**src/rtl/spandex_req_responder_pkg.sv**
```systemverilog
// Shared types, message encodings and FSM state for the spandex request responder.
// Lines are WORDS_PER_LINE words; word w occupies bits [w*WORD_BITS +: WORD_BITS].
package spandex_req_responder_pkg;

  localparam int WORD_BITS      = 32;
  localparam int WORDS_PER_LINE = 4;
  localparam int ADDR_BITS      = 16;

  typedef logic [2:0]                            mix_msg_t;
  typedef logic [2:0]                            coh_msg_t;
  typedef logic [ADDR_BITS-1:0]                  line_addr_t;
  typedef logic [WORDS_PER_LINE*WORD_BITS-1:0]   line_t;
  typedef logic [WORDS_PER_LINE-1:0]             word_mask_t;

  localparam mix_msg_t REQ_V  = 3'd0;
  localparam mix_msg_t REQ_O  = 3'd1;
  localparam mix_msg_t REQ_WT = 3'd2;
  localparam mix_msg_t REQ_WB = 3'd3;

  localparam coh_msg_t RSP_V      = 3'd1;
  localparam coh_msg_t RSP_O      = 3'd2;
  localparam coh_msg_t RSP_WT     = 3'd3;
  localparam coh_msg_t RSP_WB_ACK = 3'd4;

  typedef enum logic [1:0] {IDLE, EXEC, WAIT, RSP} rsp_state_t;

  function automatic logic is_supported(input mix_msg_t m);
    return (m == REQ_V) || (m == REQ_O) || (m == REQ_WT) || (m == REQ_WB);
  endfunction

  function automatic coh_msg_t rsp_of(input mix_msg_t m);
    case (m)
      REQ_V:   return RSP_V;
      REQ_O:   return RSP_O;
      REQ_WT:  return RSP_WT;
      REQ_WB:  return RSP_WB_ACK;
      default: return '0;
    endcase
  endfunction

endpackage

```
**src/rtl/spandex_line_merge.sv**
```systemverilog
// Combinational masked word merge: words with mask bit set come from new_line, others from old_line.
module spandex_line_merge
  import spandex_req_responder_pkg::*;
(
  input  line_t      old_line,
  input  line_t      new_line,
  input  word_mask_t mask,
  output line_t      merged_line
);

  always_comb begin
    merged_line = old_line;
    for (int w = 0; w < WORDS_PER_LINE; w++) begin
      if (mask[w]) merged_line[w*WORD_BITS +: WORD_BITS] = new_line[w*WORD_BITS +: WORD_BITS];
    end
  end

endmodule

```
**src/rtl/spandex_req_responder.sv**
```systemverilog
// Single-outstanding L2 request responder backed by a DEPTH-line memory; response 2+LAT cycles after accept.
// Holds the response until rsp_out_ready and accepts no new request until the response is taken.
module spandex_req_responder
  import spandex_req_responder_pkg::*;
#(
  parameter int DEPTH = 16,
  parameter int LAT   = 0
) (
  input  logic       clk,
  input  logic       rst,
  input  logic       req_in_valid,
  output logic       req_in_ready,
  input  mix_msg_t   req_in_coh_msg,
  input  line_addr_t req_in_addr,
  input  line_t      req_in_line,
  input  word_mask_t req_in_word_mask,
  output logic       rsp_out_valid,
  input  logic       rsp_out_ready,
  output coh_msg_t   rsp_out_coh_msg,
  output line_addr_t rsp_out_addr,
  output line_t      rsp_out_line,
  output word_mask_t rsp_out_word_mask,
  output logic [7:0] err_cnt
);

  localparam int IDX_W = (DEPTH > 1) ? $clog2(DEPTH) : 1;

  rsp_state_t state, state_nxt;

  mix_msg_t   req_msg;
  line_addr_t req_addr;
  line_t      req_line;
  word_mask_t req_mask;
  line_t      rd_line;
  logic [3:0] wait_cnt;
  line_t      mem [DEPTH];
  line_t      merged;

  logic [IDX_W-1:0] idx;
  logic             supported;
  logic             is_read;
  logic             is_write;

  // Upper address bits are dropped on purpose, so distinct addresses may alias one line.
  assign idx       = req_addr[IDX_W-1:0];
  assign supported = is_supported(req_msg);
  assign is_read   = (req_msg == REQ_V)  || (req_msg == REQ_O);
  assign is_write  = (req_msg == REQ_WT) || (req_msg == REQ_WB);

  spandex_line_merge u_merge (
    .old_line    (mem[idx]),
    .new_line    (req_line),
    .mask        (req_mask),
    .merged_line (merged)
  );

  always_ff @(posedge clk or negedge rst) begin
    if (!rst) state <= IDLE;
    else      state <= state_nxt;
  end

  always_comb begin
    state_nxt = state;
    case (state)
      IDLE: if (req_in_valid) state_nxt = EXEC;
      EXEC: begin
        if (!supported)   state_nxt = IDLE;
        else if (LAT > 0) state_nxt = WAIT;
        else              state_nxt = RSP;
      end
      WAIT: if (wait_cnt <= 4'd1) state_nxt = RSP;
      RSP:  if (rsp_out_ready) state_nxt = IDLE;
      default: state_nxt = IDLE;
    endcase
  end

  always_ff @(posedge clk or negedge rst) begin
    if (!rst) begin
      req_msg  <= '0;
      req_addr <= '0;
      req_line <= '0;
      req_mask <= '0;
      rd_line  <= '0;
      wait_cnt <= '0;
      err_cnt  <= '0;
      for (int i = 0; i < DEPTH; i++) mem[i] <= '0;
    end else begin
      if (req_in_valid && req_in_ready) begin
        req_msg  <= req_in_coh_msg;
        req_addr <= req_in_addr;
        req_line <= req_in_line;
        req_mask <= req_in_word_mask;
      end
      if (state == EXEC) begin
        wait_cnt <= 4'(LAT);
        rd_line  <= is_read ? mem[idx] : '0;
        if (is_write) mem[idx] <= merged;
        if (!supported && err_cnt != 8'hFF) err_cnt <= err_cnt + 8'd1;
      end else if (state == WAIT) begin
        wait_cnt <= wait_cnt - 4'd1;
      end
    end
  end

  assign req_in_ready = (state == IDLE);

  always_comb begin
    rsp_out_valid     = 1'b0;
    rsp_out_coh_msg   = '0;
    rsp_out_addr      = '0;
    rsp_out_line      = '0;
    rsp_out_word_mask = '0;
    if (state == RSP) begin
      rsp_out_valid     = 1'b1;
      rsp_out_coh_msg   = rsp_of(req_msg);
      rsp_out_addr      = req_addr;
      rsp_out_line      = rd_line;
      rsp_out_word_mask = req_mask;
    end
  end

endmodule

```
**config.mk**
```make
export PLATFORM = sky130hd
export DESIGN_NAME = spandex_req_responder
export DESIGN_NICKNAME = d
export VERILOG_FILES = /design/src/rtl/spandex_req_responder_pkg.sv /design/src/rtl/spandex_line_merge.sv /design/src/rtl/spandex_req_responder.sv
export SDC_FILE = /design/constraint.sdc
export NUM_CORES = 2
export LEC_CHECK = 0
export CAP_MARGIN = 15
export CORE_UTILIZATION = 37
export CTS_CLUSTER_SIZE = 16
export DETAILED_ROUTE_END_ITERATION = 16
export SETUP_SLACK_MARGIN = 0.05
export SLEW_MARGIN = 20
export SYNTH_ARGS = -nofsm -noshare
export SYNTH_HDL_FRONTEND = slang
export SYNTH_SLANG_ARGS = --single-unit
```
**constraint.sdc**
```tcl
create_clock -name clk -period 3.64 [get_ports clk]
set_input_delay 0.364 -clock clk [delete_from_list [all_inputs] [get_ports clk]]
set_output_delay 0.364 -clock clk [all_outputs]
set_load 0.05 [all_outputs]
```
==> out/metrics.yaml <==
status: "complete, no violations"
viasPerCell: 5.428
fin_crit_sh_pct: 94.29
grt_pass1_vias: 78530
cp_common_cell: "buf_12"
worstReg2RegStart: "req_addr[1]"
die_w_um: 535.2
num_rows: 195
mostFrequentLayoutCell: "dfrtp_1"
cp_max_fo: 43
num_vias: 76940
final_cell_mix: "dfrtp_1, a21oi_1, nor2_1"
ir_worst_vdd_mv: 0.7197
cp.required_ns: 3.28
gp_congestion: 0.8001
reg2regPathDepth: 7
core_mm2: 0.2825
cts-htree-levels: 5
grt_pass1_wl_mm: 474.8
clock-sinks: 2341
worst_path_max_delay_cell: "clkdlybuf4s50_1"
leakagePower_nw: 54.88
ios: 316
dp_hpwl_mm: 186.6
place_area_mm2: 0.1137
syn_avg_cell_area_um2: 10.41
clk_pin_slew_ns: 0.06
grt_max_degree: 161
start_util_pct: 37.24
die_height_um: 535.2
grt_antenna_before_repair: 7
areaGrowthSynthToFinish_pct: 16.77
cap_violations: 0
clk_root_buffer_cell: "clkbuf_16"
hold_violations: 0
ys_seq_elements: 2341
hp-class: "primary input to asynchronous set/reset pin"
drt_wl_total_mm: 307.2
portBuffers: 315
synth_top_area_share_pct: 55.68
fin_skew_ns: 0.05132
nFillCells: 26220
relSlewSlack_pct: 28.28
yosys_warnings: 0
ctsLongestPathBuffers: 4
final_util_pct: 43.48
yosys-top-cells-area: "dfrtp_1, a21oi_1, mux2i_1"
total_power_w: 0.1264
critPathCaptureType: "output pin"
ff2ff_setup_slack_ns: 0.52
globalRouteOverflowTotal: 0
synthCells: 10100
yosysSeqAreaShare_pct: 55.68
setup_viol: 0
grtUsageTotal_pct: 21.23
power.density_mw_per_mm2: 1029
wl_per_cell_um: 21.67
slew_violations: 0
fmax_ghz: 0.2914
min_period_ns: 3.432
synth_fp_nets: 10270
cpPeakStageDelay_ns: 0.81
drt_iter0_markers: 5850
yosysTopAreaCell: "dfrtp_1"
drcViolationCount: 0
yosysUniqueCellTypes: 51
final_area_mm2: 0.1228
arrival_ns: 3.07
synth-main-ff-cell: "dfrtp_1"
numCtsBuffers: 270
tns_ns: 0
first_pass_iters: 6
startpoint_type: "flip-flop"
insertion_delay_ns: 0.88
synth_area_mm2: 0.1052
path_cells: "ha_4, buf_4, buf_12, buf_12, and2_1, clkdlybuf4s50_1"
antenna_left: 0
worstMarginPinSlew_ns: 1.076
drive_above_1_share_pct: 13.92
path_class: "flip-flop to output pin"
cts_tree: "yes"
rsz0062_at_grt: "false"
dieArea_mm2: 0.2865
ys_async_sr_fraction_pct: 100.0
fin_nets: 10390
synth_edf_count: 0
worstReg2RegEnd: "mem[1949]"
-- cell usage after synthesis, types with 3 or more instances --
cell type / instances
buf_6: 42
nand4_1: 8
o41a_2: 3
buf_8: 5
and2_1: 152
o41a_1: 122
a21boi_4: 12
o21a_1: 9
nand3_1: 8
a21oi_1: 1660
ha_1: 7
nor3_1: 130
xor2_1: 4
nand2b_1: 4
xnor2_1: 4
nand2_1: 660
a21boi_2: 112
buf_1: 70
clkbuf_1: 472
a221oi_1: 14
a22oi_1: 10
nor2b_1: 3
a22o_1: 249
buf_4: 50
o22ai_1: 255
clkbuf_4: 5
o21ai_0: 514
inv_1: 136
mux2_2: 401
dfrtp_1: 2341
a221oi_2: 107
nor2_1: 1556
buf_2: 179
a221oi_4: 3
mux2i_1: 774
a41oi_2: 3
-- sequential cells by signal, summed over array words and instances (netlist names) --
register and count:
rd_line 128, req_addr 16, state 2, req_msg 3, err_cnt 8, req_mask 4, mem 2048, req_line 128
wait_cnt 4
-- worst max-delay path: cells and delay by family (launching register included) --
| kind | cells | cell delay, ns |
|---|---|---|
| buffers and inverters | 4 | 1.31 |
| adders and majority gates | 1 | 0.21 |
| DFF | 1 | 0.49 |
| and+or+nand+nor | 1 | 0.17 |
-- cell families (layout without fill, tap and decap cells) --
| logic type | Yosys count | count (layout) | synth area share, % |
|---|---|---|---|
| AO/OA/AOI/OAI | 3079 | 3079 | 18.64 |
| AND/OR/NAND/NOR | 2530 | 2530 | 9.638 |
| flip-flops | 2341 | 2341 | 55.68 |
| multiplexers | 1177 | 1177 | 11.68 |
| buffers and inverters | 962 | 1286 | 4.210 |
| XOR/XNOR | 8 | 8 | 0.06660 |
| adder cells (fa/ha/maj) | 7 | 7 | 0.08325 |
| other | 0 | 2 | 0 |
-- power breakdown --
part           internal, W  switching [W]
Clock               0.0167         0.0112
Sequential          0.0367        0.00615
Combinational       0.0218         0.0339
Total               0.0752         0.0512
-- worst max-delay path by stage --
stage             start                 end
2_1_floorplan  state[0]  rsp_out_coh_msg[1]
3_3_place_gp   state[0]     rsp_out_addr[0]
3_5_place_dp   state[0]     rsp_out_addr[0]
4_1_cts        state[0]     rsp_out_addr[0]
5_1_grt        state[0]    rsp_out_line[77]
6_report       state[0]    rsp_out_line[76]
-- per-layer routing --
| layer | vias to the layer above | share of wire (%) | global-route usage, % | routed length, um |
|---|---|---|---|---|
| met5 | - | 0.0029 | 0 | 9 |
| met4 | 2 | 3.4 | 7.606 | 10590 |
| met3 | 501 | 5.3 | 2.723 | 16140 |
| met2 | 1969 | 47 | 34.91 | 144800 |
| met1 | 38740 | 44 | 28.74 | 135700 |
| li1 | 35720 | - | - | - |
-- per-stage QoR --
step / instances / setup slack [ns] / hold WS, ns
floorplan: 10100 / 1.232 / 0.06841
CTS: 14170 / 0.1192 / 0.005584
detailed placement: 13690 / 0.5069 / 0.3218
finish: 14170 / 0.2078 / 0.06376
global route: 14170 / 0.1262 / 0.04164
global placement: 13690 / 0.4774 / 0.3260
-- what timing repair did --
item | 4_1_cts | 5_1_grt
hold buffers | 1 | 0
resized for setup | 0 | 0
setup endpoints to repair | 126 | 0
buffers inserted | 5 | 0
hold endpoints to repair | 648 | 0
-- cell type report --
| class | count | area, um^2 | share of cell area (%) |
|---|---|---|---|
| Antenna cell | 2 | 5.005 | 0.004074 |
| Clock buffer | 388 | 7782 | 6.335 |
| Clock inverter | 89 | 1311 | 1.067 |
| Inverter | 138 | 525.5 | 0.4278 |
| Multi-Input combinational cell | 6801 | 42410 | 34.52 |
| Sequential cell | 2341 | 58590 | 47.69 |
| Tap cell | 3743 | 4683 | 3.812 |
| Timing Repair Buffer | 671 | 7542 | 6.139 |
Note: power is estimated with default switching activity, not from simulation.
